File: src/rtl/iquant_arith.sv
// rtl/iquant_arith.sv - MPEG-2 inverse-quantisation arithmetic with saturation and mismatch control
module iquant_arith (
    input  logic        clk,
    input  logic        rst,
    input  logic        in_valid,
    output logic        in_ready,
    input  logic [11:0] in_dta,
    input  logic [5:0]  in_addr,
    input  logic        in_eob,
    input  logic        in_intra,
    input  logic [6:0]  quantiser_scale,
    input  logic [1:0]  intra_dc_precision,
    output logic [5:0]  qm_rd_addr,
    output logic        qm_rd_clk_en,
    input  logic [7:0]  intra_qm_dta,
    input  logic [7:0]  non_intra_qm_dta,
    output logic        out_valid,
    output logic [5:0]  out_addr,
    output logic [11:0] out_dta,
    output logic        out_eob,
    output logic        out_sat
);

    typedef struct packed {
        logic [11:0] qf;
        logic [5:0]  addr;
        logic        eob;
        logic        intra;
        logic [6:0]  qs;
        logic [1:0]  prec;
    } beat_t;

    logic accept;
    logic eob_gap;

    assign accept       = in_valid && in_ready;
    // The cycle after an eob accept is left empty so a correction beat has a free output slot.
    assign in_ready     = !eob_gap;
    assign qm_rd_addr   = in_addr;
    assign qm_rd_clk_en = accept;

    always_ff @(posedge clk) begin
        if (rst) begin
            eob_gap <= 1'b0;
        end else begin
            eob_gap <= accept && in_eob;
        end
    end

    // Stages 1 and 2 carry the beat while the matrix read completes.
    beat_t s1, s2;
    logic  s1_valid, s2_valid;

    always_ff @(posedge clk) begin
        if (rst) begin
            s1_valid <= 1'b0;
            s2_valid <= 1'b0;
        end else begin
            s1_valid <= accept;
            s2_valid <= s1_valid;
            s1       <= '{qf: in_dta, addr: in_addr, eob: in_eob, intra: in_intra,
                          qs: quantiser_scale, prec: intra_dc_precision};
            s2       <= s1;
        end
    end

    logic        [7:0]  w_sel;
    logic signed [13:0] k_term;
    logic signed [13:0] two_qf_k;
    logic signed [28:0] m_ext;
    logic signed [28:0] w_ext;
    logic signed [28:0] qs_ext;
    logic signed [28:0] qf_ext;
    logic signed [28:0] ac_prod;
    logic signed [28:0] dc_prod;
    logic               is_dc;

    always_comb begin
        w_sel    = s2.intra ? intra_qm_dta : non_intra_qm_dta;
        k_term   = 14'sd0;
        if (!s2.intra) begin
            if (s2.qf[11]) begin
                k_term = -14'sd1;
            end else if (s2.qf != 12'd0) begin
                k_term = 14'sd1;
            end
        end
        two_qf_k = $signed({s2.qf[11], s2.qf, 1'b0}) + k_term;
        m_ext    = 29'(two_qf_k);
        w_ext    = $signed({21'd0, w_sel});
        qs_ext   = $signed({22'd0, s2.qs});
        ac_prod  = m_ext * w_ext * qs_ext;
        qf_ext   = 29'($signed(s2.qf));
        case (s2.prec)
            2'd0:    dc_prod = qf_ext <<< 3;
            2'd1:    dc_prod = qf_ext <<< 2;
            2'd2:    dc_prod = qf_ext <<< 1;
            default: dc_prod = qf_ext;
        endcase
        is_dc    = s2.intra && (s2.addr == 6'd0);
    end

    logic               s3_valid;
    logic signed [28:0] s3_prod;
    logic               s3_dc;
    logic [5:0]         s3_addr;
    logic               s3_eob;

    always_ff @(posedge clk) begin
        if (rst) begin
            s3_valid <= 1'b0;
        end else begin
            s3_valid <= s2_valid;
            s3_prod  <= is_dc ? dc_prod : ac_prod;
            s3_dc    <= is_dc;
            s3_addr  <= s2.addr;
            s3_eob   <= s2.eob;
        end
    end

    logic signed [28:0] adj;
    logic signed [28:0] quot;
    logic [11:0]        f_val;
    logic               f_sat;
    logic               parity;
    logic [11:0]        f63;
    logic               par_next;
    logic [11:0]        f63_next;

    // Truncation toward zero: bias negative products before the arithmetic shift.
    always_comb begin
        adj      = s3_prod + (s3_prod[28] ? 29'sd31 : 29'sd0);
        quot     = s3_dc ? s3_prod : (adj >>> 5);
        f_sat    = 1'b0;
        f_val    = quot[11:0];
        if (quot > 29'sd2047) begin
            f_val = 12'h7FF;
            f_sat = 1'b1;
        end else if (quot < -29'sd2048) begin
            f_val = 12'h800;
            f_sat = 1'b1;
        end
        par_next = parity ^ f_val[0];
        f63_next = (s3_addr == 6'd63) ? f_val : f63;
    end

    logic        fix_pending;
    logic [11:0] fix_dta;

    always_ff @(posedge clk) begin
        if (rst) begin
            out_valid   <= 1'b0;
            out_addr    <= 6'd0;
            out_dta     <= 12'd0;
            out_eob     <= 1'b0;
            out_sat     <= 1'b0;
            parity      <= 1'b0;
            f63         <= 12'd0;
            fix_pending <= 1'b0;
            fix_dta     <= 12'd0;
        end else begin
            out_valid   <= 1'b0;
            out_eob     <= 1'b0;
            out_sat     <= 1'b0;
            fix_pending <= 1'b0;
            if (s3_valid) begin
                out_valid <= 1'b1;
                out_addr  <= s3_addr;
                out_dta   <= f_val;
                out_sat   <= f_sat;
                out_eob   <= s3_eob && par_next;
                if (s3_eob) begin
                    parity      <= 1'b0;
                    f63         <= 12'd0;
                    fix_pending <= !par_next;
                    fix_dta     <= {f63_next[11:1], ~f63_next[0]};
                end else begin
                    parity <= par_next;
                    f63    <= f63_next;
                end
            end else if (fix_pending) begin
                out_valid <= 1'b1;
                out_addr  <= 6'd63;
                out_dta   <= fix_dta;
                out_eob   <= 1'b1;
            end
        end
    end

endmodule
File: config.mk
export PLATFORM = sky130hd
export DESIGN_NAME = iquant_arith
export DESIGN_NICKNAME = d
export VERILOG_FILES = /design/src/rtl/iquant_arith.sv
export SDC_FILE = /design/constraint.sdc
export NUM_CORES = 1
export LEC_CHECK = 0
export BUFFER_PORTS_ARGS = -buffer_cell sky130_fd_sc_hd__buf_2
export CAP_MARGIN = 20
export CORE_MARGIN = 2
export CORE_UTILIZATION = 50
export DETAILED_ROUTE_END_ITERATION = 7
export HOLD_SLACK_MARGIN = 0.06
export PLACE_DENSITY = 0.67
export SKIP_LAST_GASP = 1
export SYNTH_ARGS = -nofsm -noshare
export SYNTH_HDL_FRONTEND = slang
export SYNTH_SLANG_ARGS = --single-unit
File: constraint.sdc
create_clock -name clk -period 14.1 [get_ports clk]
set_clock_uncertainty 0.05 [all_clocks]
set_input_delay 2.82 -clock clk [delete_from_list [all_inputs] [get_ports clk]]
set_output_delay 2.82 -clock clk [all_outputs]
set_load 0.05 [all_outputs]
== Word-level counts from Yosys, hierarchy flattened ==
Index checks and enable logic that the tools add are counted.

* Order comparisons: 2
* Reductions and logical operators: 13
* Multiply operators: 2
* Muxes and demuxes: 22
* Equality and inequality tests: 3
* Bitwise logic cells: 4
* Add/subtract/negate cells: 2

{| class="wikitable"
|+ Operators by type and width
! cell !! number
|-
| two-way mux 12 bit || 6
|-
| two-way mux 29 bit || 2
|-
| case mux 14 bit (3 select lines) || 1
|-
| adder 29 x 6 -> 29 bit || 1
|-
| greater-than comparator 29 x 12 -> 1 bit, second input constant || 1
|-
| < comparator 29 x 12 -> 1 bit, second input constant || 1
|-
| multiplier 23 x 8 -> 29 bit || 1
|-
| two-way mux 14 bit || 2
|-
| multiplier 14 x 9 -> 23 bit || 1
|-
| adder 13 x 14 -> 14 bit || 1
|-
| two-way mux 6 bit || 2
|-
| nonzero test 12 bit || 1
|-
| two-way mux 8 bit || 1
|-
| two-way mux 1 bit || 7
|-
| == test 6 bit, second input constant || 1
|-
| logical NOT 6 bit || 1
|-
| two-way mux 5 bit || 1
|-
| logical AND 1 bit || 4
|-
| inverter 1 bit || 3
|-
| OR reduction 3 bit || 1
|-
| == test 2 x 1 -> 1 bit, second input constant || 1
|-
| == test 2 bit, second input constant || 1
|-
| logical NOT 1 bit || 2
|-
| logical NOT 2 bit || 1
|-
| 4 further kinds || 4
|}

* Register bits after elaboration: 146
* Logic and storage cells: 77
* Input bits: 48

== Logic depth before layout (Yosys ltp) ==
Gate-level depths: netlist of run 1.

* Depth in word-level cells: 9
* Gate-level depth with buffers: 53
* Mapped depth without buffers: 49

== Worst setup path after synthesis of run 1 ==
OpenSTA, ideal clock, no wires.

* Path type: input-to-reg
* From: input intra_qm_dta[4]
* To: register s3_prod[28] (data pin)
* Arrival time: 11,180 ps
* Setup slack: 2,607 ps
* Required time: 13,787 ps
* Cell stages on the path: 35
* Cells stage by stage: mux2i_1 clkbuf_1 nor2_1 fa_1 fa_1 fa_1 inv_1 fa_1 inv_1 ha_1 or3_1 a211o_1 a31o_2 a41oi_1 o2111ai_1 a21oi_1 xnor2_1 and2_1 inv_1 fa_1 inv_1 fa_1 fa_1 inv_1 fa_1 inv_1 ha_1 o21ai_0 nand2b_1 a21oi_1 a21o_1 o31ai_1 xnor2_1 xnor2_1 o21ai_1

* Longest elaborated chain between the ends: 4

{| class="wikitable"
|+ Ends and longest elaborated chain
! what !! line !! source
|-
| start: declaration || 15 || <nowiki>input logic [7:0] intra_qm_dta,</nowiki>
|-
| two-way mux 8 bit || 79 || <nowiki>w_sel = s2.intra ? intra_qm_dta : non_intra_qm_dta;</nowiki>
|-
| multiplier 14 x 9 -> 23 bit || 92 || <nowiki>ac_prod = m_ext * w_ext * qs_ext;</nowiki>
|-
| multiplier 23 x 8 -> 29 bit || 92 ||
|-
| two-way mux 29 bit || 114 || <nowiki>s3_prod <= is_dc ? dc_prod : ac_prod;</nowiki>
|-
| end signal: assignment || 114 ||
|-
| end: declaration || 104 || <nowiki>logic signed [28:0] s3_prod;</nowiki>
|}

No other way between the ends.
A chain may end at the register's enable or synchronous reset.

== Final worst setup path of run 1 ==
* From: register s2[9] (netlist bit)
* To: register s3_prod[28] (data pin)

* Longest elaborated chain between the ends: 5
* Elaborated cells between the ends (all ways): 7

{| class="wikitable"
|+ Ends and longest elaborated chain
! what !! line !! source
|-
| start: declaration || 51 || <nowiki>beat_t s1, s2;</nowiki>
|-
| start signal: assignment || 63 || <nowiki>s2 <= s1;</nowiki>
|-
| two-way mux 14 bit || 81 || <nowiki>if (!s2.intra) begin</nowiki>
|-
| adder 13 x 14 -> 14 bit || 88 || <nowiki>two_qf_k = $signed({s2.qf[11], s2.qf, 1'b0}) + k_term;</nowiki>
|-
| multiplier 14 x 9 -> 23 bit || 92 ||
|-
| multiplier 23 x 8 -> 29 bit || 92 ||
|-
| two-way mux 29 bit (*) || 114 ||
|}

Mark *: on every way between the ends. The rest lies on a longest branch, timed or not.

==> results.txt, run 1 <==
Status - completed
Antenna Nets Post-Route - 0
Starting Density - 0.506
Least-Margin Pin Slew - 0.929 ns
Req. time, crit path - 14.21 ns
Pins Over Slew Limit - 0
Async SR Flop Fraction - 0
CTS sink count - 146
Worst-path fanout max - 19
# IOs - 77
Reg clk slew, reported paths - 0.07 ns
Setup crit end kind - register
First-pass GRT wire length - 63.7 mm
Core ar. - 33400 um^2
Fin crit period - 12.83 ns
Hold-fix buffers at CTS - 0
Commonest non-fill, non-tap cells in the layout - inv_1, fa_1, nand2_1
Max Cap Viol - 0
CTS tree - built
Layer with the highest usage - met2
Vias in the first global route - 13000
Final HPWL DP - 29.3 mm
Final WL - 37.5 mm
DR iter-0 viols - 677
Distinct cells, synth - 78
Total die area - 35200 um^2
RSZ-0062 raised after global routing - false
GR Util met3 - 0.0314
Mapped cell area - 16900 um^2
Post-CTS sizing - 0
Yosys warns - 0
Layout cells sized above 1 - 0.0900
Post-Route Setup TNS - 0 ns
Crit Path Class - reg2reg
Cells after Synth - 1851
CTS Buf Count - 17
Syn nets - 2217
Clock latency on the worst-skew pair - 0.44 ns
Ant diodes - 0
Chip height - 188 um
Max transition margin - 0.379
Slowest stage cell, crit path - edfxtp_1
GR Overflow Total - 0
Period utilisation layout - 0.910
Port buffer count - 76
Die W - 188 um
H-tree depth - 4
Register area share after synthesis - 0.230
M2 GR Usage - 0.393
Crit-path most repeated cell - fa_1
Initial antenna violation count - 0
Routability Congestion - 0.876
Largest net degree at the start of global routing - 65
Number of synthesized flops with an enable pin - 95
Avg WL per Cell - 16.0 um
Root buffer cell - clkbuf_16
Clock Tree Buf Depth - 2
Final #Nets - 2242
WP data arrival - 12.94 ns
Final hold violations - 0
HP Class - reg2reg
Global Route Usage Sum - 0.223
Post-synthesis register bit count - 146
Vias - 12600
Drt via density - 5.41
Critical Path Max Stage Delay - 0.89 ns
Post-synth top flop - edfxtp_1
Syn-to-layout area delta - 7.54%
Final setup fails - 0
Commonest non-fill, non-tap cell in the layout - inv_1
DRC - 0
Average size of a mapped cell - 9.12 um^2
Setup Fix Bufs, Post-CTS - 0
Crit start category - register
Drt pass-1 iters - 5
Fmax - 78.0 MHz
Core Rows - 67
Met1 Use GR - 0.285
==> registers in the layout, summed over array words and instances, names as in the netlist, 6 cells and up <==
signal and flops:
s1 29, s3_prod 29, f63 12, fix_dta 12
out_dta 12, qf_ext 12, s2 10, qs_ext 7
out_addr 6, s3_addr 6
==> synth_stat cells (12+ instances only) <==
library cell / number / area (um^2)
ha_1: 112 / 1400
clkbuf_1: 68 / 255
mux2i_1: 13 / 130
nor2_1: 111 / 417
fa_1: 206 / 4120
nor2b_1: 22 / 138
nor3_1: 29 / 145
a31oi_1: 12 / 75.1
xnor2_1: 53 / 464
a21oi_1: 89 / 445
and2_1: 133 / 832
nand2b_1: 22 / 138
o21ai_0: 90 / 450
and3_1: 13 / 81.3
a21o_1: 13 / 97.6
xor2_1: 33 / 289
nand3_1: 31 / 155
edfxtp_1: 95 / 2850
inv_1: 309 / 1160
o211ai_1: 16 / 120
mux2_2: 15 / 169
nand2_1: 154 / 578
dfxtp_1: 51 / 1020
==> worst max-delay path: cells and delay by family, from the launching register on <==
family	cells	cell delay, ns
xor+xnor	3	0.64
fa+ha+maj	12	5.20
compound gates	8	2.26
flops	1	0.89
buf+inv	6	0.34
simple gates	16	3.14
==> kinds of logic (layout without fill, tap and decap cells) <==
group,after synthesis,after routing,synth area share
AO/OA/AOI/OAI,298,298,0.112
XOR/XNOR,86,86,0.0446
adder cells (fa/ha/maj),318,318,0.327
buffers and inverters,397,435,0.0907
flip-flops,146,146,0.230
multiplexers,30,30,0.0204
AND/OR/NAND/NOR,576,576,0.175
==> path summary, 6_finish.rpt <==
kind	end	slack, ns	startpoint	depth (start not counted)
max reg2reg	s3_prod[28]$_DFFE_PN_	1.27	s2[9]$_DFFE_PN_	45
min reg2reg	s2[16]$_DFFE_PN_	0.37	s1[16]$_DFFE_PN_	0
min	s2[16]$_DFFE_PN_	0.37	s1[16]$_DFFE_PN_	0
max	s3_prod[28]$_DFFE_PN_	1.27	s2[9]$_DFFE_PN_	45
==> per-layer routing <==
| layer | routed length, um | share of wire |
|---|---|---|
| met5 | 0 | 0 |
| met4 | 785 | 0.021 |
| met3 | 1650 | 0.044 |
| met2 | 18600 | 0.50 |
| met1 | 16400 | 0.44 |
==> stage by stage <==
| step | util | hold WS (ns) | setup slack (ns) | instances | area, um^2 |
|---|---|---|---|---|---|
| after floorplan | - | 0.350 | 2.61 | 1851 | 16900 |
| after global placement | 0.527 | 0.353 | 1.66 | 2304 | 17600 |
| after detailed placement | 0.527 | 0.355 | 1.40 | 2304 | 17600 |
| after CTS | 0.544 | 0.370 | 1.35 | 2336 | 18100 |
| after global routing | 0.544 | 0.373 | 0.337 | 2337 | 18100 |
| final | 0.544 | 0.369 | 1.27 | 2337 | 18100 |
==> layout make-up <==
| cell class | instances | area, um^2 |
|---|---|---|
| inverters | 310 | 1170 |
| clock inverters | 13 | 136 |
| repair buffers | 93 | 508 |
| well taps | 448 | 561 |
| fillers | 3090 | 15200 |
| clock buffers | 19 | 433 |
| flip-flops and latches | 146 | 3870 |
| multi-input cells | 1308 | 11500 |
Power of run 1 is not shown: default switching activity piles up to over one toggle a cycle in this logic, so the estimate is an artifact.
==> run 2: changes to the inputs <==
Settings changed: PLACE_DENSITY 0.67 to unset, PLACE_DENSITY_LB_ADDON set to 0.1.
Clock period 14.1 ns to 15.02 ns, I/O delays scaled along.
==> run 2 against run 1 <==
Count of clock-buffer cells in the layout increased by 3. Hold slack about the same. Via count decreased by 0.45%. Maximum frequency increased by 1.0%. Global-route usage increased by 1.4 points. Final cell count about the same. Die area unchanged. Sequential cell count unchanged. Worst setup slack improved by 1.0 ns.
==> results.txt, run 2 (synthesized netlist as in run 1, its figures left out) <==
CTS sink count - 146 (unchanged)
Crit Path Class - reg2reg (unchanged)
Fmax - 78.7 MHz (was 78.0 MHz)
Port buffer count - 76 (unchanged)
Drt via density - 5.39 (was 5.41)
CP Depth - 46 (was 45)
Critical Path Max Stage Delay - 0.78 ns (was 0.89 ns)
FF-to-FF End - s3_prod[28]$_DFFE_PN_ (unchanged)
Vias - 12600 (about the same)
Chip height - 188 um (unchanged)
Clock latency on the worst-skew pair - 0.44 ns (about the same)
Crit start category - register (unchanged)
Commonest non-fill, non-tap cell in the layout - inv_1 (unchanged)
Req. time, crit path - 15.15 ns (was 14.21 ns)
Crit. Startpoint - s2[9]$_DFFE_PN_ (unchanged)
Hold-fix buffers at CTS - 0 (unchanged)
Global Route Usage Sum - 0.238 (was 0.223)
Period utilisation layout - 0.845 (was 0.910)
Starting Density - 0.506 (unchanged)
Register Area - 3870 um^2 (unchanged)
WP data arrival - 12.82 ns (was 12.94 ns)
Multi-input gate area - 11500 um^2 (unchanged)
Max Cap Viol - 0 (unchanged)
Final #Nets - 2240 (was 2242)
Slowest stage cell, crit path - edfxtp_1 (unchanged)
First-pass GRT wire length - 66.9 mm (was 63.7 mm)
DRC - 0 (unchanged)
Core Rows - 67 (unchanged)
Pins Over Slew Limit - 0 (unchanged)
Max transition margin - 0.381 (was 0.379)
Root buffer cell - clkbuf_16 (unchanged)
Reg clk slew, reported paths - 0.07 ns (about the same)
HP Class - reg2reg (unchanged)
Setup crit end kind - register (unchanged)
Worst-path fanout max - 19 (unchanged)
Die W - 188 um (unchanged)
Syn-to-layout area delta - 7.88% (was 7.54%)
Drt pass-1 iters - 5 (unchanged)
Placement Cell Area - 17600 um^2 (about the same)
FF-to-FF setup slack - 2.32 ns (was 1.27 ns)
# IOs - 77 (unchanged)
Layout fillers - 3179 (was 3090)
Fin area - 18200 um^2 (was 18100 um^2)
Worst Path Buf+Inv - 7 (was 6)
Final HPWL DP - 30.6 mm (was 29.3 mm)
DR iter-0 viols - 663 (was 677)
Status - completed (unchanged)
R2R depth - 46 (was 45)
Core ar. - 33400 um^2 (unchanged)
RSZ-0062 raised after global routing - false (unchanged)
Initial antenna violation count - 0 (unchanged)
Largest net degree at the start of global routing - 75 (was 65)
Crit-path most repeated cell - fa_1 (unchanged)
Commonest non-fill, non-tap cells in the layout - inv_1, fa_1, nand2_1 (unchanged)
Ant diodes - 0 (unchanged)
Final WL - 38.9 mm (was 37.5 mm)
Setup Fix Bufs, Post-CTS - 0 (unchanged)
Post-Route Setup TNS - 0 ns (unchanged)
Total die area - 35200 um^2 (unchanged)
H-tree depth - 4 (unchanged)
Clock Tree Buf Depth - 2 (unchanged)
Fin crit period - 12.70 ns (was 12.83 ns)
Crit path capture - s3_prod[28]$_DFFE_PN_ (unchanged)
CTS Buf Count - 17 (unchanged)
Layout cells sized above 1 - 0.0906 (was 0.0900)
Critical R2R Launch - s2[9]$_DFFE_PN_ (unchanged)
Least-Margin Pin Slew - 0.920 ns (was 0.929 ns)
GR Overflow Total - 0 (unchanged)
Post-CTS sizing - 0 (unchanged)
Routability Congestion - 0.896 (was 0.876)
Avg WL per Cell - 16.7 um (was 16.0 um)
Final hold violations - 0 (unchanged)
Vias in the first global route - 13200 (was 13000)
CTS tree - built (unchanged)
Final setup fails - 0 (unchanged)
Top flop regs - s1 x29, s3_prod x29 (unchanged)
Antenna Nets Post-Route - 0 (unchanged)
CP delay by family, top - adder cells (unchanged)
## run 2: layout make-up
type / instances / area share
Multi-Input combinational cell: 1308 / 0.630
Inverter: 310 / 0.0640
Clock buffer: 22 / 0.0278
Timing Repair Buffer: 91 / 0.0271
Tap cell: 448 / 0.0308
Clock inverter: 10 / 0.00742
Sequential cell: 146 / 0.213
## run 2: layer usage
metal	wire length, um	track usage	vias to the layer above	share of wire
li1	-	-	6068	-
met1	16800	0.301	6183	0.43
met2	19500	0.419	272	0.50
met3	1610	0.0378	54	0.041
met4	978	0.0721	0	0.025
met5	0	0	-	0
## run 2: worst min-delay path by stage
stage	from	to	cells past startpoint
2_1_floorplan	s1[17]$_DFFE_PN_	qf_ext[0]$_DFFE_PN_	0
3_3_place_gp	s1[8]$_DFFE_PN_	qs_ext[6]$_DFFE_PN_	0
3_5_place_dp	s1[15]$_DFFE_PN_	s2[15]$_DFFE_PN_	0
4_1_cts	s1[0]$_DFFE_PN_	s2[0]$_DFFE_PN_	0
5_1_grt	s1[22]$_DFFE_PN_	qf_ext[5]$_DFFE_PN_	0
6_report	s1[12]$_DFFE_PN_	s2[12]$_DFFE_PN_	0
## run 2: through the flow
| step | hold WS, ns | util | setup slack, ns | cells |
|---|---|---|---|---|
| 2_1_floorplan | 0.350 | - | 3.34 | 1851 |
| 3_3_place_gp | 0.351 | 0.526 | 2.46 | 2301 |
| 3_5_place_dp | 0.355 | 0.526 | 2.37 | 2302 |
| 4_1_cts | 0.364 | 0.545 | 2.32 | 2334 |
| 5_1_grt | 0.373 | 0.546 | 1.42 | 2335 |
| 6_report | 0.369 | 0.546 | 2.32 | 2335 |
Power of run 2 is left out for the same reason.
==> run 3: changes to the inputs <==
Clock period 15.02 ns to 10.9 ns, I/O delays scaled along.
==> run 3 against run 2 <==
Sequential cell count is the same. Critical path depth is 2 higher. Largest cell class unchanged. Design area up 8.1%. Register-to-register slack got worse by 2.0 ns. Global-route usage rose by 0.064 points. Critical path type unchanged. Maximum frequency is 20% higher. Non-clock buffer count rose by 134.
==> results.txt, run 3 (synthesized netlist as in run 1, its figures left out) <==
Dpl ws - -0.293 ns (was 2.37 ns)
DRC - 0 (unchanged)
Root buffer cell - clkbuf_16 (unchanged)
Fin area - 19700 um^2 (was 18200 um^2)
Commonest non-fill, non-tap cell in the layout - inv_1 (unchanged)
Max Cap Viol - 0 (unchanged)
Final HPWL DP - 31.3 mm (was 30.6 mm)
Period utilisation layout - 0.973 (was 0.845)
Setup ws final - 0.293 ns (was 2.32 ns)
Hold depth - 0 (unchanged)
Top flop regs - s1 x29, s3_prod x29 (unchanged)
Fmax - 94.3 MHz (was 78.7 MHz)
Global Route Usage Sum - 0.238 (about the same)
Fin crit period - 10.61 ns (was 12.70 ns)
# IOs - 77 (unchanged)
Reg clk slew, reported paths - 0.06 ns (was 0.07 ns)
Setup crit end kind - register (unchanged)
Core ar. - 33400 um^2 (unchanged)
Core Rows - 67 (unchanged)
Hold-fix buffers at CTS - 0 (unchanged)
Crit Path Class - reg2reg (unchanged)
R2R depth - 48 (was 46)
Vias in the first global route - 13900 (was 13200)
Placement Cell Area - 18600 um^2 (was 17600 um^2)
Min-delay src - s1[17]$_DFFE_PN_ (was s1[12]$_DFFE_PN_)
Layout fillers - 3009 (was 3179)
Slowest stage cell, crit path - fa_1 (was edfxtp_1)
Final WL - 39.6 mm (was 38.9 mm)
H-tree depth - 4 (unchanged)
DR iter-0 viols - 761 (was 663)
Total die area - 35200 um^2 (unchanged)
FF-to-FF End - s3_prod[28]$_DFFE_PN_ (unchanged)
Worst Hold End - qf_ext[0]$_DFFE_PN_ (was s2[12]$_DFFE_PN_)
Clock Tree Buf Depth - 2 (unchanged)
Critical R2R Launch - qf_ext[11]$_DFFE_PN_ (was s2[9]$_DFFE_PN_)
Largest net degree at the start of global routing - 65 (was 75)
Req. time, crit path - 11.01 ns (was 15.15 ns)
CTS Buf Count - 17 (unchanged)
Status - completed (unchanged)
Vias - 13100 (was 12600)
Final hold violations - 0 (unchanged)
Layer with the highest usage - met2 (unchanged)
Port buffer count - 76 (unchanged)
Commonest non-fill, non-tap cells in the layout - inv_1, fa_1, nand2_1 (unchanged)
Crit-path most repeated cell - fa_1 (unchanged)
Critical Path Max Stage Delay - 0.57 ns (was 0.78 ns)
Drt via density - 5.32 (was 5.39)
GR Overflow Total - 0 (unchanged)
Final setup fails - 0 (unchanged)
FF-to-FF setup slack - 0.29 ns (was 2.32 ns)
Core Util, Final - 0.590 (was 0.546)
WP data arrival - 10.72 ns (was 12.82 ns)
Chip height - 188 um (unchanged)
Avg WL per Cell - 16.0 um (was 16.7 um)
Clock latency on the worst-skew pair - 0.46 ns (was 0.44 ns)
Starting Density - 0.506 (unchanged)
M2 GR Usage - 0.414 (was 0.419)
Least-Margin Pin Slew - 0.968 ns (was 0.920 ns)
Syn-to-layout area delta - 16.6% (was 7.88%)
Initial antenna violation count - 1 (was 0)
CTS sink count - 146 (unchanged)
First-pass GRT wire length - 67.8 mm (was 66.9 mm)
Pins Over Slew Limit - 0 (unchanged)
Non-Filler Instances - 2469 (was 2335)
Layout cells sized above 1 - 0.194 (was 0.0906)
Routability Congestion - 0.880 (was 0.896)
Worst-path fanout max - 4 (was 19)
Ant diodes - 0 (unchanged)
Met1 Use GR - 0.304 (was 0.301)
Crit start category - register (unchanged)
Final #Nets - 2374 (was 2240)
CTS tree - built (unchanged)
HP Class - reg2reg (unchanged)
GR Util met3 - 0.0344 (was 0.0378)
Antenna Nets Post-Route - 0 (unchanged)
Drt pass-1 iters - 7 (was 5)
Post-Place Cells - 2430 (was 2302)
Die W - 188 um (unchanged)
RSZ-0062 raised after global routing - true (was false)
Max transition margin - 0.355 (was 0.381)
==> run 3: cell types whose count changed in the layout (fill, tap and decap cells not counted), moves of 9 or more <==
cell     before  now
ha_1        112  101
a21oi_1      89   75
inv_1       308  291
ha_4          0    9
buf_4        15  144
a21oi_2       0   13
inv_2         1   18
==> run 3: critical path: cells and delay by family, from the launching register on <==
kind                     cells  cell delay, ns
buffers and inverters        9            0.73
flip-flops                   1            0.43
XOR/XNOR                     3            0.48
AO/OA/AOI/OAI                9            1.71
adder cells (fa/ha/maj)     12            4.83
AND/OR/NAND/NOR             15            2.09
==> run 3: cell type report <==
cell class / instances / area, um^2 / share of cell area
Clock buffer: 21 / 504 / 0.0256
Inverter: 310 / 1170 / 0.0593
Multi-Input combinational cell: 1308 / 11900 / 0.605
Sequential cell: 146 / 3870 / 0.197
Timing Repair Buffer: 225 / 1530 / 0.0776
Clock inverter: 11 / 134 / 0.00680
Tap cell: 448 / 561 / 0.0285
==> run 3: layer usage <==
| layer | share of wire | wire (um) |
|---|---|---|
| met5 | 0 | 0 |
| met4 | 0.029 | 1160 |
| met3 | 0.043 | 1690 |
| met2 | 0.50 | 19700 |
| met1 | 0.43 | 17000 |
==> run 3: stage by stage <==
step                      hold WS [ns]  setup TNS, ns
final                            0.368              0
after global routing             0.373         -0.443
after CTS                        0.363              0
after detailed placement         0.355         -0.970
after global placement           0.352         -0.539
after floorplan                  0.350              0
==> run 3: worst max-delay path by stage <==
stage / start / to / slack (ns) / cells after the start
final: qf_ext[11]$_DFFE_PN_ / s3_prod[28]$_DFFE_PN_ / 0.29 / 48
after global routing: qf_ext[11]$_DFFE_PN_ / s3_prod[28]$_DFFE_PN_ / -0.19 / 46
after global placement: intra_qm_dta[4] / s3_prod[28]$_DFFE_PN_ / -0.14 / 36
after floorplan: s2[9]$_DFFE_PN_ / s3_prod[28]$_DFFE_PN_ / 0.01 / 49
after CTS: qf_ext[11]$_DFFE_PN_ / s3_prod[28]$_DFFE_PN_ / 0.006 / 44
after detailed placement: intra_qm_dta[4] / s3_prod[28]$_DFFE_PN_ / -0.29 / 36
==> run 3: repair_timing <==
item / CTS / global route
gates resized for setup: 6 / 99
endpoints found under the hold margin: 0 / 0
setup buffers: 2 / 6
setup endpoints to repair: 1 / 10
pin swaps: 4 / 75
Power of run 3 is left out for the same reason.
